## src/rtl/project_mux_ctrl_if.sv

```systemverilog
// Wishbone slave bundle between the caravel bus and the IO mux controller.
interface project_mux_ctrl_if;
    logic        wbs_cyc_i;
    logic        wbs_stb_i;
    logic        wbs_we_i;
    logic [3:0]  wbs_sel_i;
    logic [31:0] wbs_adr_i;
    logic [31:0] wbs_dat_i;
    logic        wbs_ack_o;
    logic [31:0] wbs_dat_o;

    modport master (
        output wbs_cyc_i, wbs_stb_i, wbs_we_i, wbs_sel_i, wbs_adr_i, wbs_dat_i,
        input  wbs_ack_o, wbs_dat_o
    );

    modport slave (
        input  wbs_cyc_i, wbs_stb_i, wbs_we_i, wbs_sel_i, wbs_adr_i, wbs_dat_i,
        output wbs_ack_o, wbs_dat_o
    );
endinterface

```

## src/rtl/project_mux_ctrl.sv

```systemverilog
// Wishbone-controlled IO mux routing the pads to one of NUM_PROJECTS slots, with a guarded switch sequence.
// Optional: define SWITCH_COUNT_EN to expose a completed-switch counter at STATUS[31:16].
module project_mux_ctrl #(
    parameter int unsigned NUM_PROJECTS = 8,
    parameter int unsigned IO_PADS      = 38,
    parameter logic [31:0] BASE_ADDR    = 32'h3000_0000,
    parameter int unsigned GUARD_CYCLES = 4,
    parameter int unsigned RESET_CYCLES = 8
) (
    input  logic                            clk,
    input  logic                            reset,
    project_mux_ctrl_if.slave               wb,
    input  logic [IO_PADS-1:0]              io_in,
    output logic [IO_PADS-1:0]              io_out,
    output logic [IO_PADS-1:0]              io_oeb,
    output logic [NUM_PROJECTS*IO_PADS-1:0] proj_io_in,
    input  logic [NUM_PROJECTS*IO_PADS-1:0] proj_io_out,
    output logic [NUM_PROJECTS-1:0]         proj_reset,
    output logic [3:0]                      active_o
);

    typedef enum logic [1:0] {S_IDLE, S_GUARD, S_RSTP} state_e;

    localparam int unsigned CMAX = (GUARD_CYCLES > RESET_CYCLES) ? GUARD_CYCLES : RESET_CYCLES;
    localparam int unsigned CW   = $clog2(CMAX + 1);

    state_e                                  state_q;
    logic [CW-1:0]                           cnt_q;
    logic [3:0]                              active_q;
    logic [NUM_PROJECTS-1:0]                 prst_q;
    logic [NUM_PROJECTS-1:0][IO_PADS-1:0]    oeb_q;
    logic                                    ack_q, seen_q;
    logic [31:0]                             rdat_q;
    logic                                    busy_err_q, bad_sel_err_q;
    logic [15:0]                             sw_cnt;

    // ---------------- bus decode ----------------
    logic [31:0] offset;
    logic        valid, hit, acc, wr, rd, busy;
    logic [5:0]  wa, oidx;
    logic        oeb_sel, sel_ok, wr_active, wr_status, switch_req, busy_hit, bad_hit;
    logic [3:0]  new_sel;
    logic [31:0] wmask32;
    logic [63:0] wmask64, wdat64;
    logic [IO_PADS-1:0] wmask_p, wdat_p;
    logic        unused_ok;

    assign offset    = wb.wbs_adr_i - BASE_ADDR;
    assign valid     = wb.wbs_cyc_i & wb.wbs_stb_i;
    assign hit       = (offset[31:8] == 24'd0);
    // seen_q blocks a second ack while the same strobe is still held
    assign acc       = valid & hit & ~seen_q;
    assign wr        = acc & wb.wbs_we_i;
    assign rd        = acc & ~wb.wbs_we_i;
    assign wa        = offset[7:2];
    assign oidx      = wa - 6'd4;
    assign oeb_sel   = (wa >= 6'd4) && (oidx[5:1] < 5'(NUM_PROJECTS));
    assign busy      = (state_q != S_IDLE);
    assign new_sel   = wb.wbs_dat_i[3:0];
    assign sel_ok    = ({1'b0, new_sel} < 5'(NUM_PROJECTS));
    assign wr_active = wr & (wa == 6'd0) & wb.wbs_sel_i[0];
    assign wr_status = wr & (wa == 6'd1);
    assign switch_req = wr_active & ~busy & sel_ok & (new_sel != active_q);
    assign busy_hit  = wr_active & busy;
    assign bad_hit   = wr_active & ~busy & ~sel_ok;
    assign unused_ok = ^offset[1:0];

    assign wmask32 = {{8{wb.wbs_sel_i[3]}}, {8{wb.wbs_sel_i[2]}},
                      {8{wb.wbs_sel_i[1]}}, {8{wb.wbs_sel_i[0]}}};
    assign wmask64 = oidx[0] ? {wmask32, 32'd0} : {32'd0, wmask32};
    assign wdat64  = {wb.wbs_dat_i, wb.wbs_dat_i};
    assign wmask_p = wmask64[IO_PADS-1:0];
    assign wdat_p  = wdat64[IO_PADS-1:0];

    logic [31:0] rdata;
    logic [63:0] oeb_ext;

    always_comb begin
        rdata   = '0;
        oeb_ext = '0;
        for (int p = 0; p < NUM_PROJECTS; p++)
            if (oidx[5:1] == 5'(p)) oeb_ext = 64'(oeb_q[p]);
        case (wa)
            6'd0:    rdata = {23'd0, busy, 4'd0, active_q};
            6'd1:    rdata = {sw_cnt, 14'd0, bad_sel_err_q, busy_err_q};
            default: if (oeb_sel) rdata = oidx[0] ? oeb_ext[63:32] : oeb_ext[31:0];
        endcase
    end

    always_ff @(posedge clk) begin
        if (reset) begin
            ack_q         <= 1'b0;
            seen_q        <= 1'b0;
            rdat_q        <= '0;
            busy_err_q    <= 1'b0;
            bad_sel_err_q <= 1'b0;
            oeb_q         <= '1;
        end else begin
            ack_q         <= acc;
            seen_q        <= valid & (seen_q | acc);
            rdat_q        <= rd ? rdata : 32'd0;
            // a fresh error outranks a clear landing in the same cycle
            busy_err_q    <= (busy_err_q & ~wr_status) | busy_hit;
            bad_sel_err_q <= (bad_sel_err_q & ~wr_status) | bad_hit;
            for (int p = 0; p < NUM_PROJECTS; p++)
                if (wr && oeb_sel && (oidx[5:1] == 5'(p)))
                    oeb_q[p] <= (oeb_q[p] & ~wmask_p) | (wdat_p & wmask_p);
        end
    end

    assign wb.wbs_ack_o = ack_q;
    assign wb.wbs_dat_o = rdat_q;

    // ---------------- switch sequencer ----------------
    logic [NUM_PROJECTS-1:0] act_oh;

    always_comb begin
        act_oh = '0;
        for (int p = 0; p < NUM_PROJECTS; p++) act_oh[p] = (active_q == 4'(p));
    end

    always_ff @(posedge clk) begin
        if (reset) begin
            state_q  <= S_IDLE;
            cnt_q    <= '0;
            active_q <= 4'd0;
            prst_q   <= '0;
        end else begin
            case (state_q)
                S_IDLE: if (switch_req) begin
                    state_q  <= S_GUARD;
                    cnt_q    <= CW'(GUARD_CYCLES - 1);
                    active_q <= new_sel;
                end
                S_GUARD: if (cnt_q == '0) begin
                    state_q <= S_RSTP;
                    cnt_q   <= CW'(RESET_CYCLES - 1);
                    prst_q  <= act_oh;
                end else cnt_q <= cnt_q - 1'b1;
                S_RSTP: if (cnt_q == '0) begin
                    state_q <= S_IDLE;
                    prst_q  <= '0;
                end else cnt_q <= cnt_q - 1'b1;
                default: state_q <= S_IDLE;
            endcase
        end
    end

`ifdef SWITCH_COUNT_EN
    logic [15:0] sw_cnt_q;
    always_ff @(posedge clk) begin
        if (reset) sw_cnt_q <= '0;
        else if (state_q == S_RSTP && cnt_q == '0) sw_cnt_q <= sw_cnt_q + 16'd1;
    end
    assign sw_cnt = sw_cnt_q;
`else
    assign sw_cnt = '0;
`endif

    // ---------------- pad routing ----------------
    always_comb begin
        io_out     = '0;
        io_oeb     = '1;
        proj_io_in = '0;
        for (int p = 0; p < NUM_PROJECTS; p++) begin
            if (act_oh[p]) begin
                if (state_q == S_IDLE) begin
                    io_out = proj_io_out[p*IO_PADS +: IO_PADS];
                    io_oeb = oeb_q[p];
                end
                // the slot under reset already sees the pads; guard isolates everyone
                if (state_q != S_GUARD) proj_io_in[p*IO_PADS +: IO_PADS] = io_in;
            end
        end
    end

    assign proj_reset = prst_q | {NUM_PROJECTS{reset}};
    assign active_o   = active_q;

endmodule

```

## src/flat_wrapper.sv

```systemverilog
// flat-port wrapper written by rule: the top's interface ports become plain ports
module project_mux_ctrl_flat 
#(
    parameter int unsigned NUM_PROJECTS = 8,
    parameter int unsigned IO_PADS      = 38,
    parameter logic [31:0] BASE_ADDR    = 32'h3000_0000,
    parameter int unsigned GUARD_CYCLES = 4,
    parameter int unsigned RESET_CYCLES = 8
)
  (clk, reset, io_in, io_out, io_oeb, proj_io_in, proj_io_out, proj_reset, active_o, wb_wbs_cyc_i, wb_wbs_stb_i, wb_wbs_we_i, wb_wbs_sel_i, wb_wbs_adr_i, wb_wbs_dat_i, wb_wbs_ack_o, wb_wbs_dat_o);
  project_mux_ctrl_if wb_i ();
  input  logic clk;
  input  logic reset;
  input  logic [IO_PADS-1:0] io_in;
  output logic [IO_PADS-1:0] io_out;
  output logic [IO_PADS-1:0] io_oeb;
  output logic [NUM_PROJECTS*IO_PADS-1:0] proj_io_in;
  input  logic [NUM_PROJECTS*IO_PADS-1:0] proj_io_out;
  output logic [NUM_PROJECTS-1:0] proj_reset;
  output logic [3:0] active_o;
  input wire logic [$bits(wb_i.wbs_cyc_i)-1:0] wb_wbs_cyc_i;
  input wire logic [$bits(wb_i.wbs_stb_i)-1:0] wb_wbs_stb_i;
  input wire logic [$bits(wb_i.wbs_we_i)-1:0] wb_wbs_we_i;
  input wire logic [$bits(wb_i.wbs_sel_i)-1:0] wb_wbs_sel_i;
  input wire logic [$bits(wb_i.wbs_adr_i)-1:0] wb_wbs_adr_i;
  input wire logic [$bits(wb_i.wbs_dat_i)-1:0] wb_wbs_dat_i;
  output wire logic [$bits(wb_i.wbs_ack_o)-1:0] wb_wbs_ack_o;
  output wire logic [$bits(wb_i.wbs_dat_o)-1:0] wb_wbs_dat_o;
  assign wb_i.wbs_cyc_i = wb_wbs_cyc_i;
  assign wb_i.wbs_stb_i = wb_wbs_stb_i;
  assign wb_i.wbs_we_i = wb_wbs_we_i;
  assign wb_i.wbs_sel_i = wb_wbs_sel_i;
  assign wb_i.wbs_adr_i = wb_wbs_adr_i;
  assign wb_i.wbs_dat_i = wb_wbs_dat_i;
  assign wb_wbs_ack_o = wb_i.wbs_ack_o;
  assign wb_wbs_dat_o = wb_i.wbs_dat_o;
  project_mux_ctrl #(.NUM_PROJECTS(NUM_PROJECTS), .IO_PADS(IO_PADS), .BASE_ADDR(BASE_ADDR), .GUARD_CYCLES(GUARD_CYCLES), .RESET_CYCLES(RESET_CYCLES)) u_core (.clk(clk), .reset(reset), .wb(wb_i), .io_in(io_in), .io_out(io_out), .io_oeb(io_oeb), .proj_io_in(proj_io_in), .proj_io_out(proj_io_out), .proj_reset(proj_reset), .active_o(active_o));
endmodule
```

## config.mk

```make
export PLATFORM = sky130hd
export DESIGN_NAME = project_mux_ctrl_flat
export DESIGN_NICKNAME = d
export VERILOG_FILES = /design/src/rtl/project_mux_ctrl_if.sv /design/src/rtl/project_mux_ctrl.sv /design/src/flat_wrapper.sv
export SDC_FILE = /design/constraint.sdc
export NUM_CORES = 1
export LEC_CHECK = 0
export BUFFER_PORTS_ARGS = -buffer_cell sky130_fd_sc_hd__buf_2
export CAP_MARGIN = 40
export CORE_AREA = 2 2 324 326
export CTS_CLUSTER_DIAMETER = 60
export DETAILED_ROUTE_END_ITERATION = 8
export DIE_AREA = 0 0 326 328
export MAX_ROUTING_LAYER = met4
export PLACE_DENSITY = 0.49
export SLEW_MARGIN = 10
export SYNTH_ARGS = -nofsm -noshare
export SYNTH_HDL_FRONTEND = slang
export SYNTH_SLANG_ARGS = --single-unit
```

## constraint.sdc

```tcl
create_clock -name clk -period 4 [get_ports clk]
set_input_delay 0.2 -clock clk [delete_from_list [all_inputs] [get_ports clk]]
set_output_delay 0.2 -clock clk [all_outputs]
set_load 0.05 [all_outputs]
```

* Yosys cells after proc, flatten, opt, wreduce, memory -nomap -nowiden
Index checks and enable logic that the tools add are counted.
Widths: inputs -> output; s select.
** Operators by class
- Add/subtract/negate cells :: 3
- $mul :: 0
- Divide/modulo/power cells :: 0
- Order comparisons :: 3
- Eq/ne operators :: 23
- Shift operators :: 0
- Mux-type cells :: 64
- Bitwise gates (word level) :: 44
- Reductions and logical operators :: 24
** Operators by type and width (count)
- $mux 38 :: 50
- $and 38x38->38 :: 9
- $or 38x38->38 :: 8
- $mux 32 :: 2
- $pmux 32 s2 :: 1
- $not 38->38 :: 1
- $sub 32x30->32 const B :: 1
- $logic_not 24->1 :: 1
- $eq 5x3->1 const B :: 4
- $and 1x1->1 :: 16
- $eq 4x3->1 const B :: 4
- $mux 8 :: 2
- $pmux 8 s2 :: 1
- $mux 4 :: 3
- $pmux 4 s3 :: 1
- $eq 5x2->1 const B :: 2
- $logic_and 1x1->1 :: 10
- $reduce_and 3->1 :: 3
- $eq 4x2->1 const B :: 2
- $logic_not 4->1 :: 2
- $ne 2x1->1 const B :: 4
- $or 8x8->8 :: 1
- $eq 6x1->1 const B :: 1
- $ge 6x3->1 const B :: 1
- other kinds (21) :: 31
** Storage, ports and cells
- Register bits :: 358
- Latch bits :: 0
- Memory bits (writable) :: 0
- ROM bits :: 0
- Output and inout bits :: 425
- Logic and storage cells :: 178
- Memories kept :: 0

* Depth between registers and ports, before layout
Gate-level depths: netlist of run 1.
- Depth after elaboration :: 17
- Depth in mapped cells :: 13

* Least setup slack after synthesis of run 1
No wires, ideal clock.
- Kind :: register to output
- Start :: reg u_core.active_q[3], in the netlist u_core.active_o[3]
- End :: out io_oeb[2]
- Data arrival time :: 2.918 ns
- Data required time :: 3.800 ns
- Slack :: 0.882 ns
- Stages on the path, launching flop included :: 11
- Cells stage by stage :: dfxtp_1 clkbuf_1 nor2b_1 nor2b_1 clkbuf_1 buf_2 nand2_1 o22ai_1 nor2_1 nor2_1 nor3_1
** On the way
- Cells in the longest elaborated chain, start to end :: 16
- Elaborated cells between the ends (all ways) :: 23
- Classes of those cells :: eq/ne: 7; mux: 15; reduce/logical: 1
** Ends and longest elaborated chain
- from (decl) :: RTL line project_mux_ctrl.sv:29 : logic [3:0] active_q;
- from (signal assigned) :: RTL line project_mux_ctrl.sv:133 : active_q <= new_sel;
- $logic_not 4->1 :: RTL line project_mux_ctrl.sv:119 : for (int p = 0; p < NUM_PROJECTS; p++) act_oh[p] = (active_q == 4'(p));
- $mux 38 :: RTL line project_mux_ctrl.sv:166 : if (act_oh[p]) begin
- $mux 38 :: RTL line project_mux_ctrl.sv:167 : if (state_q == S_IDLE) begin
- $mux 38 :: RTL line project_mux_ctrl.sv:166
- $mux 38 :: RTL line project_mux_ctrl.sv:167
- $mux 38 :: RTL line project_mux_ctrl.sv:166
- $mux 38 :: RTL line project_mux_ctrl.sv:167
- $mux 38 :: RTL line project_mux_ctrl.sv:166
- $mux 38 :: RTL line project_mux_ctrl.sv:167
- $mux 38 :: RTL line project_mux_ctrl.sv:166
- $mux 38 :: RTL line project_mux_ctrl.sv:167
- $mux 38 :: RTL line project_mux_ctrl.sv:166
- $mux 38 :: RTL line project_mux_ctrl.sv:167
- $mux 38 :: RTL line project_mux_ctrl.sv:166
- $mux 38 :: RTL line project_mux_ctrl.sv:167
- $mux 38 * :: RTL line project_mux_ctrl.sv:166
- to (decl) :: RTL line flat_wrapper.sv:16 : output logic [IO_PADS-1:0] io_oeb;
Every way passes the cells marked *; elsewhere a longest branch is shown, timed or not.

* Worst setup path in the final report of run 1
- Start :: reg u_core.active_q[3], in the netlist u_core.active_o[3]
- End :: out io_out[24]
** On the way
- Cells in the longest elaborated chain, start to end :: 16
- Elaborated cells between the ends (all ways) :: 23
- Classes of those cells :: eq/ne: 7; mux: 15; reduce/logical: 1
** Ends and longest elaborated chain
- $logic_not 4->1 :: RTL line project_mux_ctrl.sv:119
- $mux 38 :: RTL line project_mux_ctrl.sv:166
- $mux 38 :: RTL line project_mux_ctrl.sv:167
- $mux 38 :: RTL line project_mux_ctrl.sv:166
- $mux 38 :: RTL line project_mux_ctrl.sv:167
- $mux 38 :: RTL line project_mux_ctrl.sv:166
- $mux 38 :: RTL line project_mux_ctrl.sv:167
- $mux 38 :: RTL line project_mux_ctrl.sv:166
- $mux 38 :: RTL line project_mux_ctrl.sv:167
- $mux 38 :: RTL line project_mux_ctrl.sv:166
- $mux 38 :: RTL line project_mux_ctrl.sv:167
- $mux 38 :: RTL line project_mux_ctrl.sv:166
- $mux 38 :: RTL line project_mux_ctrl.sv:167
- $mux 38 :: RTL line project_mux_ctrl.sv:166
- $mux 38 :: RTL line project_mux_ctrl.sv:167
- $mux 38 * :: RTL line project_mux_ctrl.sv:166
- to (decl) :: RTL line flat_wrapper.sv:15 : output logic [IO_PADS-1:0] io_out;
Marked as above.

==> impl_metrics.env, run 1 <==
export IMPL_outcome="finished, final reports clean"
export IMPL_synth_edf_count=0
export IMPL_timing_hold_worst_start="wb_wbs_dat_i[1]"
export IMPL_post_synthesis_instance_area_mm2=0.0203
export IMPL_timing_max_cap_violations=0
export IMPL_critical_path_n_buffers_inverters=2
export IMPL_grt_max_degree=139
export IMPL_chipHeight_um=328
export IMPL_rsz_0062_raised_after_global_routing="false"
export IMPL_antenna_found_initial=63
export IMPL_final_hold_violation_count=0
export IMPL_final_critical_path_setup_slack_ns=0.0638
export IMPL_remaining_drc_errors=0
export IMPL_fin_nets=3888
export IMPL_yosys_cell_types_count=76
export IMPL_clock_skew_final_ns=0.0517
export IMPL_critical_path_startpoint="u_core.active_o[3]$_SDFFE_PP0P_"
export IMPL_post_synth_inst_count=2734
export IMPL_syn_area_per_cell_um2=7.43
export IMPL_hpwlAfterDp_mm=106
export IMPL_synth_main_ff_cell="dfxtp_1"
export IMPL_io_pins=840
export IMPL_grt_pass1_vias=22251
export IMPL_io_buffers=837
export IMPL_cp_data_required_time_ns=3.80
export IMPL_grt_util_all_layers_pct=24.6
export IMPL_postLayoutCoreUtil_pct=27.5
export IMPL_initial_utilization_pct=19.7
export IMPL_postRouteAntennaNets=0
export IMPL_drv_slew=0
export IMPL_die_area_mm2=0.107
export IMPL_critical_path_endpoint_type="output pin"
export IMPL_synthesis_yosys_warnings=0
export IMPL_crit_type="register to output pin"
export IMPL_layout_area_overhead_vs_synth_pct=39.9
export IMPL_asyncSetResetFlopFracSynth_pct=0
export IMPL_clockRootBuffer="clkbuf_16"
export IMPL_clk_insertion_delay_late_ns=0.62
export IMPL_worst_pin_slew_ns=1.22
export IMPL_dr_total_vias=24876
export IMPL_floorplan_rows=118
export IMPL_num_fill_cells=11316
export IMPL_postSynthRegisterBits=358
export IMPL_path_max_fanout=19
export IMPL_global_route_wire_length_before_repair_mm=182
export IMPL_grt_overflow_total=0
export IMPL_power_per_cell_area_mw_per_mm2=310
export IMPL_max_slew_margin_rel_pct=18.7
export IMPL_fmax_mhz=254
export IMPL_crit_path_start_kind="register"
export IMPL_irDropWorstVdd_mv=0.272
export IMPL_routedWlPerCell_um=27.6
export IMPL_path_delay_family="simple AND/OR/NAND/NOR gates"
export IMPL_post_synthesis_net_count=3156
export IMPL_routed_wirelength_mm=135
export IMPL_pre_cts_slack_ns=0.776
export IMPL_timing_critical_path_arrival_ns=3.74
export IMPL_detail_route_vias_per_cell=5.06
export IMPL_firstDrtPassIters=6
export IMPL_setup_total_negative_slack_ns=0
export IMPL_cts_tree="done"
export IMPL_clk_pin_slew_worst_paths_ns=0.06
export IMPL_worst_path_largest_cell_delay_ns=0.75
export IMPL_ctsHtreeMaxLevel=2
export IMPL_cp_cell_sequence="nor2b_1, nor2b_4, buf_4, a222oi_1, nor2_1, a221oi_1, nand2_1, buf_12"
export IMPL_setup_viol=0
export IMPL_synth_yosys_seq_area_share_pct=35.3
export IMPL_clock_tree_buffer_depth=3
export IMPL_hold_crit_path_type="input pin to register"
export IMPL_core_area_mm2=0.103
export IMPL_cts_inserted_buffers=43
export IMPL_timing_critical_path_slowest_stage_cell="nor2b_4"
export IMPL_fin_crit_sh_pct=98.4
export IMPL_leakagePower_nw=13.7
export IMPL_cts_num_sinks=358
export IMPL_starting_drc_count_in_detailed_routing=2617
export IMPL_weighted_congestion_at_the_end_of_routability_driven_global_placement=0.937
export IMPL_width_of_the_chip_um=326
export IMPL_r2r_start="u_core.seen_q$_SDFF_PP0_"
export IMPL_fraction_of_layout_cells_with_a_size_suffix_above_1_pct=31.7
export IMPL_timing_final_crit_period_ns=3.94
-- worst register-to-register path, stage by stage (launching register included) --
cell and delay (ns):
dfxtp_1 0.33, nor2b_1 0.45, and2_1 0.58, nand2_1 0.18, nor3_2 0.21, buf_4 0.28
nand2_1 0.41, nand2_1 0.18, o211ai_1 0.10
-- Yosys cell counts (3+ instances only) --
| library cell | instances | area (um^2) |
|---|---|---|
| xor2_1 | 4 | 35.0 |
| buf_2 | 45 | 225 |
| nand2_2 | 5 | 31.3 |
| nand3b_1 | 3 | 22.5 |
| o21a_1 | 4 | 30.0 |
| a221oi_1 | 69 | 604 |
| and3_1 | 13 | 81.3 |
| and2_1 | 5 | 31.3 |
| nand3_4 | 3 | 52.6 |
| nand3_1 | 94 | 470 |
| nand4_1 | 5 | 31.3 |
| a222oi_1 | 41 | 410 |
| nor3_1 | 24 | 120 |
| a31oi_1 | 3 | 18.8 |
| o31ai_1 | 3 | 22.5 |
| nand3_2 | 3 | 30.0 |
| o21ai_0 | 66 | 330 |
| nor4_1 | 10 | 62.6 |
| mux2i_1 | 67 | 671 |
| a311oi_1 | 3 | 26.3 |
| buf_4 | 3 | 22.5 |
| o22ai_1 | 97 | 607 |
| a221o_1 | 23 | 230 |
| nor2_1 | 466 | 1750 |
| a22oi_1 | 62 | 465 |
| a21oi_1 | 53 | 265 |
| a211oi_1 | 36 | 270 |
| nor2b_1 | 38 | 238 |
| clkbuf_1 | 187 | 702 |
| o221ai_1 | 34 | 298 |
| o2111ai_1 | 4 | 35.0 |
| buf_1 | 58 | 218 |
| inv_1 | 39 | 146 |
| ha_1 | 7 | 87.6 |
| dfxtp_1 | 358 | 7170 |
| nand2_1 | 438 | 1640 |
| nand2b_1 | 48 | 300 |
| or2_2 | 9 | 56.3 |
| mux2_2 | 40 | 450 |
| o211ai_1 | 220 | 1650 |
-- metrics by stage --
step / power [W] / instance area [um^2] / std cells / hold slack (ns)
floorplan: 0.00418 / 20300 / 2734 / 0.324
global placement: 0.00475 / 26400 / 4765 / 0.435
detailed placement: 0.00475 / 26500 / 4769 / 0.438
CTS: 0.00884 / 28300 / 4880 / 0.00345
global route: 0.00906 / 28400 / 4911 / 0.00990
finish: 0.00881 / 28400 / 4917 / 0.00579
-- path summary, 6_finish.rpt --
path	to	slack [ns]	depth (start not counted)
worst max-delay path	io_out[24]	0.06	8
worst min-delay path	register	0.006	3
worst max register to register	register	1.09	8
worst min register to register	u_core.prst_q[2]$_SDFFE_PP0P_	0.48	2
-- logic make-up (layout without fill, tap and decap cells) --
group           count (synthesis)  in the layout  share of synthesized area, %
other cells                     0             37                             0
fa+ha+maj                       7              7                         0.431
mux                           107            107                          5.52
simple gates                 1179           1179                          24.8
buf+inv                       334           1100                          6.58
compound gates                745            745                          27.2
flops                         358            358                          35.3
xor+xnor                        4              4                         0.172
-- routing by layer --
layer	vias to the layer above	track usage (%)	wire, um
met3	214	5.03	10200
met2	1246	40.6	65900
met1	11996	29.8	54700
met4	0	8.50	4740
li1	11420	-	-
met5	-	-	0
-- layout make-up --
type,instances,area [um^2],area share [%]
Clock inverter,13,188,0.661
Inverter,39,154,0.542
Tap cell,1380,1730,6.08
Sequential cell,358,7170,25.2
Antenna cell,37,92.6,0.326
Timing Repair Buffer,982,5900,20.8
Multi-Input combinational cell,2042,11900,41.9
Clock buffer,66,1270,4.48
-- where the power goes --
part	switching [W]	internal [W]	total, W
logic	0.000757	0.000396	0.00115
clock network	0.00173	0.00236	0.00409
registers	0.000000000000533	0.00356	0.00356
-- repair_timing --
action / 4_1_cts / 5_1_grt
endpoints found under the setup margin: 0 / 1
gates resized for setup: 0 / 1
hold buffers: 32 / 0
setup buffers: 0 / 0
endpoints found under the hold margin: 66 / 0
-- placed cells by master, fill, tap and decap left out, types with 67 or more instances in the layout --
| cell type | synthesis | routed |
|---|---|---|
| nand3_1 | 94 | 90 |
| nor2_1 | 466 | 465 |
| a221oi_1 | 69 | 69 |
| buf_4 | 3 | 103 |
| buf_2 | 45 | 810 |
| o22ai_1 | 97 | 97 |
| o211ai_1 | 220 | 220 |
| nand2_1 | 438 | 433 |
| mux2i_1 | 67 | 67 |
| dfxtp_1 | 358 | 357 |
Note: power is estimated with default switching activity, not from simulation.
==> inputs of run 2 (changes only) <==
--- a/config.mk
+++ b/config.mk
@@ -7,12 +7,12 @@
 export LEC_CHECK = 0
 export BUFFER_PORTS_ARGS = -buffer_cell sky130_fd_sc_hd__buf_2
 export CAP_MARGIN = 40
-export CORE_AREA = 2 2 324 326
+export CORE_AREA = 2 2 327 329
 export CTS_CLUSTER_DIAMETER = 60
 export DETAILED_ROUTE_END_ITERATION = 8
-export DIE_AREA = 0 0 326 328
+export DIE_AREA = 0 0 329 331
 export MAX_ROUTING_LAYER = met4
-export PLACE_DENSITY = 0.49
+export PLACE_DENSITY_LB_ADDON = 0.3
 export SLEW_MARGIN = 10
 export SYNTH_ARGS = -nofsm -noshare
 export SYNTH_HDL_FRONTEND = slang
==> impl_metrics.env, run 2 (synthesis results as in run 1) <==
export IMPL_final_hold_violation_count=0
export IMPL_drv_slew=0
export IMPL_weighted_congestion_at_the_end_of_routability_driven_global_placement=0.959
export IMPL_timing_final_crit_period_ns=3.82
export IMPL_final_critical_path_setup_slack_ns=0.178
export IMPL_setup_viol=0
export IMPL_detail_route_vias_per_cell=5.06
export IMPL_critical_path_endpoint_type="output pin"
export IMPL_path_max_fanout=40
export IMPL_crit_path_start_kind="register"
export IMPL_max_slew_margin_rel_pct=32.8
export IMPL_firstDrtPassIters=8
export IMPL_global_route_wire_length_before_repair_mm=181
export IMPL_clock_tree_buffer_depth=3
export IMPL_irDropWorstVdd_mv=0.336
export IMPL_place_detailed_instances=4795
export IMPL_most_common_layout_cells="buf_2, nor2_1, nand2_1"
export IMPL_die_area_mm2=0.109
export IMPL_pre_cts_slack_ns=0.760
export IMPL_power_per_cell_area_mw_per_mm2=308
export IMPL_grt_pass1_vias=22028
export IMPL_cts_tree="done"
export IMPL_post_cts_resized_instances=0
export IMPL_hpwlAfterDp_mm=106
export IMPL_fmax_mhz=262
export IMPL_cts_num_sinks=358
export IMPL_clock_skew_final_ns=0.0295
export IMPL_grt_util_all_layers_pct=24.2
export IMPL_rsz_0062_raised_after_global_routing="false"
export IMPL_leakagePower_nw=13.6
export IMPL_io_pins=840
export IMPL_routedWlPerCell_um=27.8
export IMPL_fin_crit_sh_pct=95.5
export IMPL_core_area_mm2=0.105
export IMPL_postRouteAntennaNets=0
export IMPL_routed_wirelength_mm=137
export IMPL_cts_inserted_buffers=43
export IMPL_grt_max_degree=115
export IMPL_power_w=0.00872
export IMPL_worst_pin_slew_ns=1.01
export IMPL_dr_total_vias=24937
export IMPL_width_of_the_chip_um=329
export IMPL_fraction_of_layout_cells_with_a_size_suffix_above_1_pct=31.9
export IMPL_crit_type="register to output pin"
export IMPL_layout_area_overhead_vs_synth_pct=39.4
export IMPL_fin_nets=3901
export IMPL_chipHeight_um=331
export IMPL_clockRootBuffer="clkbuf_16"
export IMPL_clk_insertion_delay_late_ns=0.59
export IMPL_io_buffers=837
export IMPL_antenna_found_initial=48
export IMPL_setup_total_negative_slack_ns=0
export IMPL_floorplan_rows=119
export IMPL_timing_critical_path_arrival_ns=3.62
export IMPL_mostFrequentLayoutCell="buf_2"
export IMPL_remaining_drc_errors=0
export IMPL_timing_max_cap_violations=0
export IMPL_grt_overflow_total=0
export IMPL_outcome="finished, final reports clean"
export IMPL_ctsHtreeMaxLevel=2
export IMPL_clk_pin_slew_worst_paths_ns=0.06
export IMPL_initial_utilization_pct=19.3
export IMPL_hold_crit_path_type="input pin to register"
export IMPL_final_non_filler_cells=4931
export IMPL_starting_drc_count_in_detailed_routing=2705
export IMPL_cp_data_required_time_ns=3.80
-- run 2: where the power goes --
part | total [W] | internal (W) | leakage (nW) | switching (W)
clock | 0.00399 | 0.00230 | 0.688 | 0.00169
sequential | 0.00356 | 0.00356 | 2.90 | 0.000000000000573
combinational | 0.00117 | 0.000385 | 10.0 | 0.000787
-- run 2: cell type report --
class	instances	area [um^2]
clock buffers	64	1240
diodes	31	77.6
inverters	39	154
well taps	1391	1740
multi-input cells	2042	11900
flip-flops and latches	358	7170
repair buffers	995	5850
clock inverters	11	161
fillers	11668	76700
-- run 2: stage by stage --
stage | hold WS, ns | utilization, % | cell area (um^2)
global placement | 0.431 | 25.2 | 26500
finish | 0.0359 | 27.0 | 28300
floorplan | 0.324 | - | 20300
global route | 0.0259 | 26.9 | 28300
CTS | 0.00751 | 26.9 | 28200
detailed placement | 0.429 | 25.3 | 26500
-- run 2: worst paths after layout --
kind / startpoint / to / slack, ns / cells past startpoint
max: u_core.active_o[3]$_SDFFE_PP0P_ / io_out[17] / 0.18 / 8
min: wb_wbs_dat_i[1] / register / 0.04 / 3
max reg2reg: u_core.active_o[1]$_SDFFE_PP0P_ / u_core.cnt_q[1]$_SDFFE_PP0P_ / 1.31 / 8
min reg2reg: u_core.prst_q[2]$_SDFFE_PP0P_ / u_core.prst_q[2]$_SDFFE_PP0P_ / 0.48 / 2
-- run 2: per-layer routing --
layer | track usage [%] | wire [um] | up-vias
li1 | - | - | 11425
met2 | 41.7 | 68400 | 1231
met5 | - | 0 | -
met1 | 28.1 | 53200 | 12146
met4 | 4.88 | 2980 | 0
met3 | 6.71 | 12300 | 135
-- run 2: timing repair --
item                                   CTS  global route
endpoints found under the hold margin   61             0
buffers inserted                         0             0
hold buffers                            30             0
-- run 2: critical path, cell delays in order (launching register included) --
cell and delay, ns:
dfxtp_1 0.54, nor2b_1 0.19, nand3_2 0.11, buf_4 0.48, nor2_4 0.18, buf_12 0.21, a22oi_1 0.83, nand2_1 0.23
buf_12 0.21
==> inputs of run 3 (changes only) <==
--- a/config.mk
+++ b/config.mk
@@ -5,7 +5,7 @@
 export SDC_FILE = /design/constraint.sdc
 export NUM_CORES = 1
 export LEC_CHECK = 0
-export BUFFER_PORTS_ARGS = -buffer_cell sky130_fd_sc_hd__buf_2
+export BUFFER_PORTS_ARGS = -buffer_cell sky130_fd_sc_hd__buf_4
 export CAP_MARGIN = 40
 export CORE_AREA = 2 2 327 329
 export CTS_CLUSTER_DIAMETER = 60
@@ -13,6 +13,7 @@
 export DIE_AREA = 0 0 329 331
 export MAX_ROUTING_LAYER = met4
 export PLACE_DENSITY_LB_ADDON = 0.3
+export SETUP_SLACK_MARGIN = 0.3
 export SLEW_MARGIN = 10
 export SYNTH_ARGS = -nofsm -noshare
 export SYNTH_HDL_FRONTEND = slang
==> impl_metrics.env, run 3 (synthesis results as in run 1) <==
export IMPL_irDropWorstVdd_mv=0.273
export IMPL_leakagePower_nw=13.9
export IMPL_timing_final_crit_period_ns=3.74
export IMPL_postRouteAntennaNets=0
export IMPL_cts_num_sinks=358
export IMPL_num_fill_cells=11497
export IMPL_timing_max_cap_violations=0
export IMPL_drv_slew=0
export IMPL_crit_type="register to output pin"
export IMPL_remaining_drc_errors=0
export IMPL_routed_wirelength_mm=139
export IMPL_chipHeight_um=331
export IMPL_power_per_cell_area_mw_per_mm2=299
export IMPL_worst_path_largest_cell_delay_ns=0.72
export IMPL_width_of_the_chip_um=329
export IMPL_weighted_congestion_at_the_end_of_routability_driven_global_placement=0.933
export IMPL_grt_util_all_layers_pct=24.4
export IMPL_worst_path_most_repeated_cell="buf_4"
export IMPL_grt_overflow_total=0
export IMPL_pwr_share_seq_pct=39.7
export IMPL_max_slew_margin_rel_pct=26.4
export IMPL_fin_crit_sh_pct=93.6
export IMPL_grt_max_degree=125
export IMPL_layout_area_overhead_vs_synth_pct=47.7
export IMPL_worst_pin_slew_ns=1.10
export IMPL_outcome="finished, final reports clean"
export IMPL_firstDrtPassIters=8
export IMPL_hold_crit_path_type="input pin to register"
export IMPL_io_pins=840
export IMPL_initial_utilization_pct=19.3
export IMPL_fmax_mhz=267
export IMPL_die_area_mm2=0.109
export IMPL_timing_critical_path_arrival_ns=3.54
export IMPL_crit_path_start_kind="register"
export IMPL_fin_nets=3868
export IMPL_timing_critical_path_slowest_stage_cell="dfxtp_4"
export IMPL_cts_inserted_buffers=43
export IMPL_clk_insertion_delay_late_ns=0.61
export IMPL_clock_skew_final_ns=0.0445
export IMPL_dr_total_vias=24803
export IMPL_critical_path_endpoint_type="output pin"
export IMPL_share_of_power_burned_in_the_clock_network_pct=46.1
export IMPL_final_hold_violation_count=0
export IMPL_clock_tree_buffer_depth=3
export IMPL_antenna_found_initial=37
export IMPL_core_area_mm2=0.105
export IMPL_hpwlAfterDp_mm=105
export IMPL_routedWlPerCell_um=28.4
export IMPL_clk_pin_slew_worst_paths_ns=0.06
export IMPL_p_switching_w=0.00251
export IMPL_cp_cell_sequence="buf_4, mux2_2, a222oi_1, nor2_1, a221oi_1, nand2_1, buf_4"
export IMPL_cp_data_required_time_ns=3.80
export IMPL_hold_slack_final_ns=0.0390
export IMPL_ctsHtreeMaxLevel=2
export IMPL_io_buffers=837
export IMPL_cts_tree="done"
export IMPL_starting_drc_count_in_detailed_routing=2866
export IMPL_fraction_of_layout_cells_with_a_size_suffix_above_1_pct=31.5
export IMPL_cts_post_setup_buffers_inserted=0
export IMPL_setup_total_negative_slack_ns=0
export IMPL_rsz_0062_raised_after_global_routing="true"
export IMPL_most_common_layout_cells="buf_4, nor2_1, nand2_1"
export IMPL_global_route_wire_length_before_repair_mm=183
export IMPL_grt_pass1_vias=21957
export IMPL_path_max_fanout=31
export IMPL_switching_share_pct=28.0
export IMPL_mostFrequentLayoutCell="buf_4"
export IMPL_setup_viol=0
export IMPL_clockRootBuffer="clkbuf_16"
export IMPL_detail_route_vias_per_cell=5.07
export IMPL_share_comb_of_total_power_pct=14.2
export IMPL_cellInternalPower_w=0.00646
export IMPL_floorplan_rows=119
==> run 3: worst max-delay path: cells and delay by family (launching register included) <==
| kind | cells | cell delay, ns |
|---|---|---|
| simple gates | 2 | 0.42 |
| compound gates | 2 | 0.72 |
| buf+inv | 2 | 0.68 |
| mux | 1 | 0.39 |
| flops | 1 | 0.72 |
==> run 3: stage by stage <==
stage | utilization (%) | instance area (um^2) | setup WS [ns] | total power [W] | cells
global route | 28.6 | 30000 | 0.222 | 0.00921 | 4889
global placement | 26.7 | 28000 | 0.561 | 0.00486 | 4754
floorplan | - | 20300 | 0.882 | 0.00418 | 2734
CTS | 28.5 | 29900 | 0.261 | 0.00901 | 4867
detailed placement | 26.8 | 28100 | 0.558 | 0.00486 | 4758
finish | 28.6 | 30000 | 0.256 | 0.00897 | 4889
==> run 3: power groups by stage <==
stage	registers (W)	logic [W]	clock network [W]
floorplan	0.00364	0.000532	0
global placement	0.00364	0.00122	0
detailed placement	0.00364	0.00122	0
CTS	0.00356	0.00125	0.00420
global route	0.00356	0.00131	0.00433
finish	0.00356	0.00127	0.00413
==> run 3: worst paths after layout <==
| path | from | endpoint | slack [ns] | cells after the start |
|---|---|---|---|---|
| max | u_core.active_o[1]$_SDFFE_PP0P_ | io_out[24] | 0.26 | 7 |
| min | wb_wbs_sel_i[2] | register | 0.04 | 5 |
| max reg2reg | u_core.active_o[1]$_SDFFE_PP0P_ | u_core.cnt_q[1]$_SDFFE_PP0P_ | 0.73 | 7 |
| min reg2reg | u_core.prst_q[3]$_SDFFE_PP0P_ | u_core.prst_q[3]$_SDFFE_PP0P_ | 0.48 | 2 |
==> run 3: area by class of cell <==
type,instances,area (um^2),area share (%)
Inverter,39,154,0.513
Sequential cell,358,7170,23.9
Timing Repair Buffer,961,7450,24.8
Clock buffer,58,1200,4.01
Tap cell,1391,1740,5.80
Antenna cell,21,52.6,0.175
Clock inverter,18,273,0.909
Multi-Input combinational cell,2043,11900,39.8
==> run 3: repair_timing <==
item                                    CTS  global route
endpoints found under the hold margin   102             0
gates cloned                              0             1
hold buffers                             33             0
endpoints found under the setup margin   10            51
resized for setup                         1            12
==> run 3: routing by layer <==
layer  vias to the layer above  wire, um  global-route usage, %
met5                         -         0                      -
met4                         0      2000                   3.69
met3                       139     11900                   6.29
met2                      1330     70200                   42.4
met1                     11964     54600                   28.7
li1                      11370         -                      -
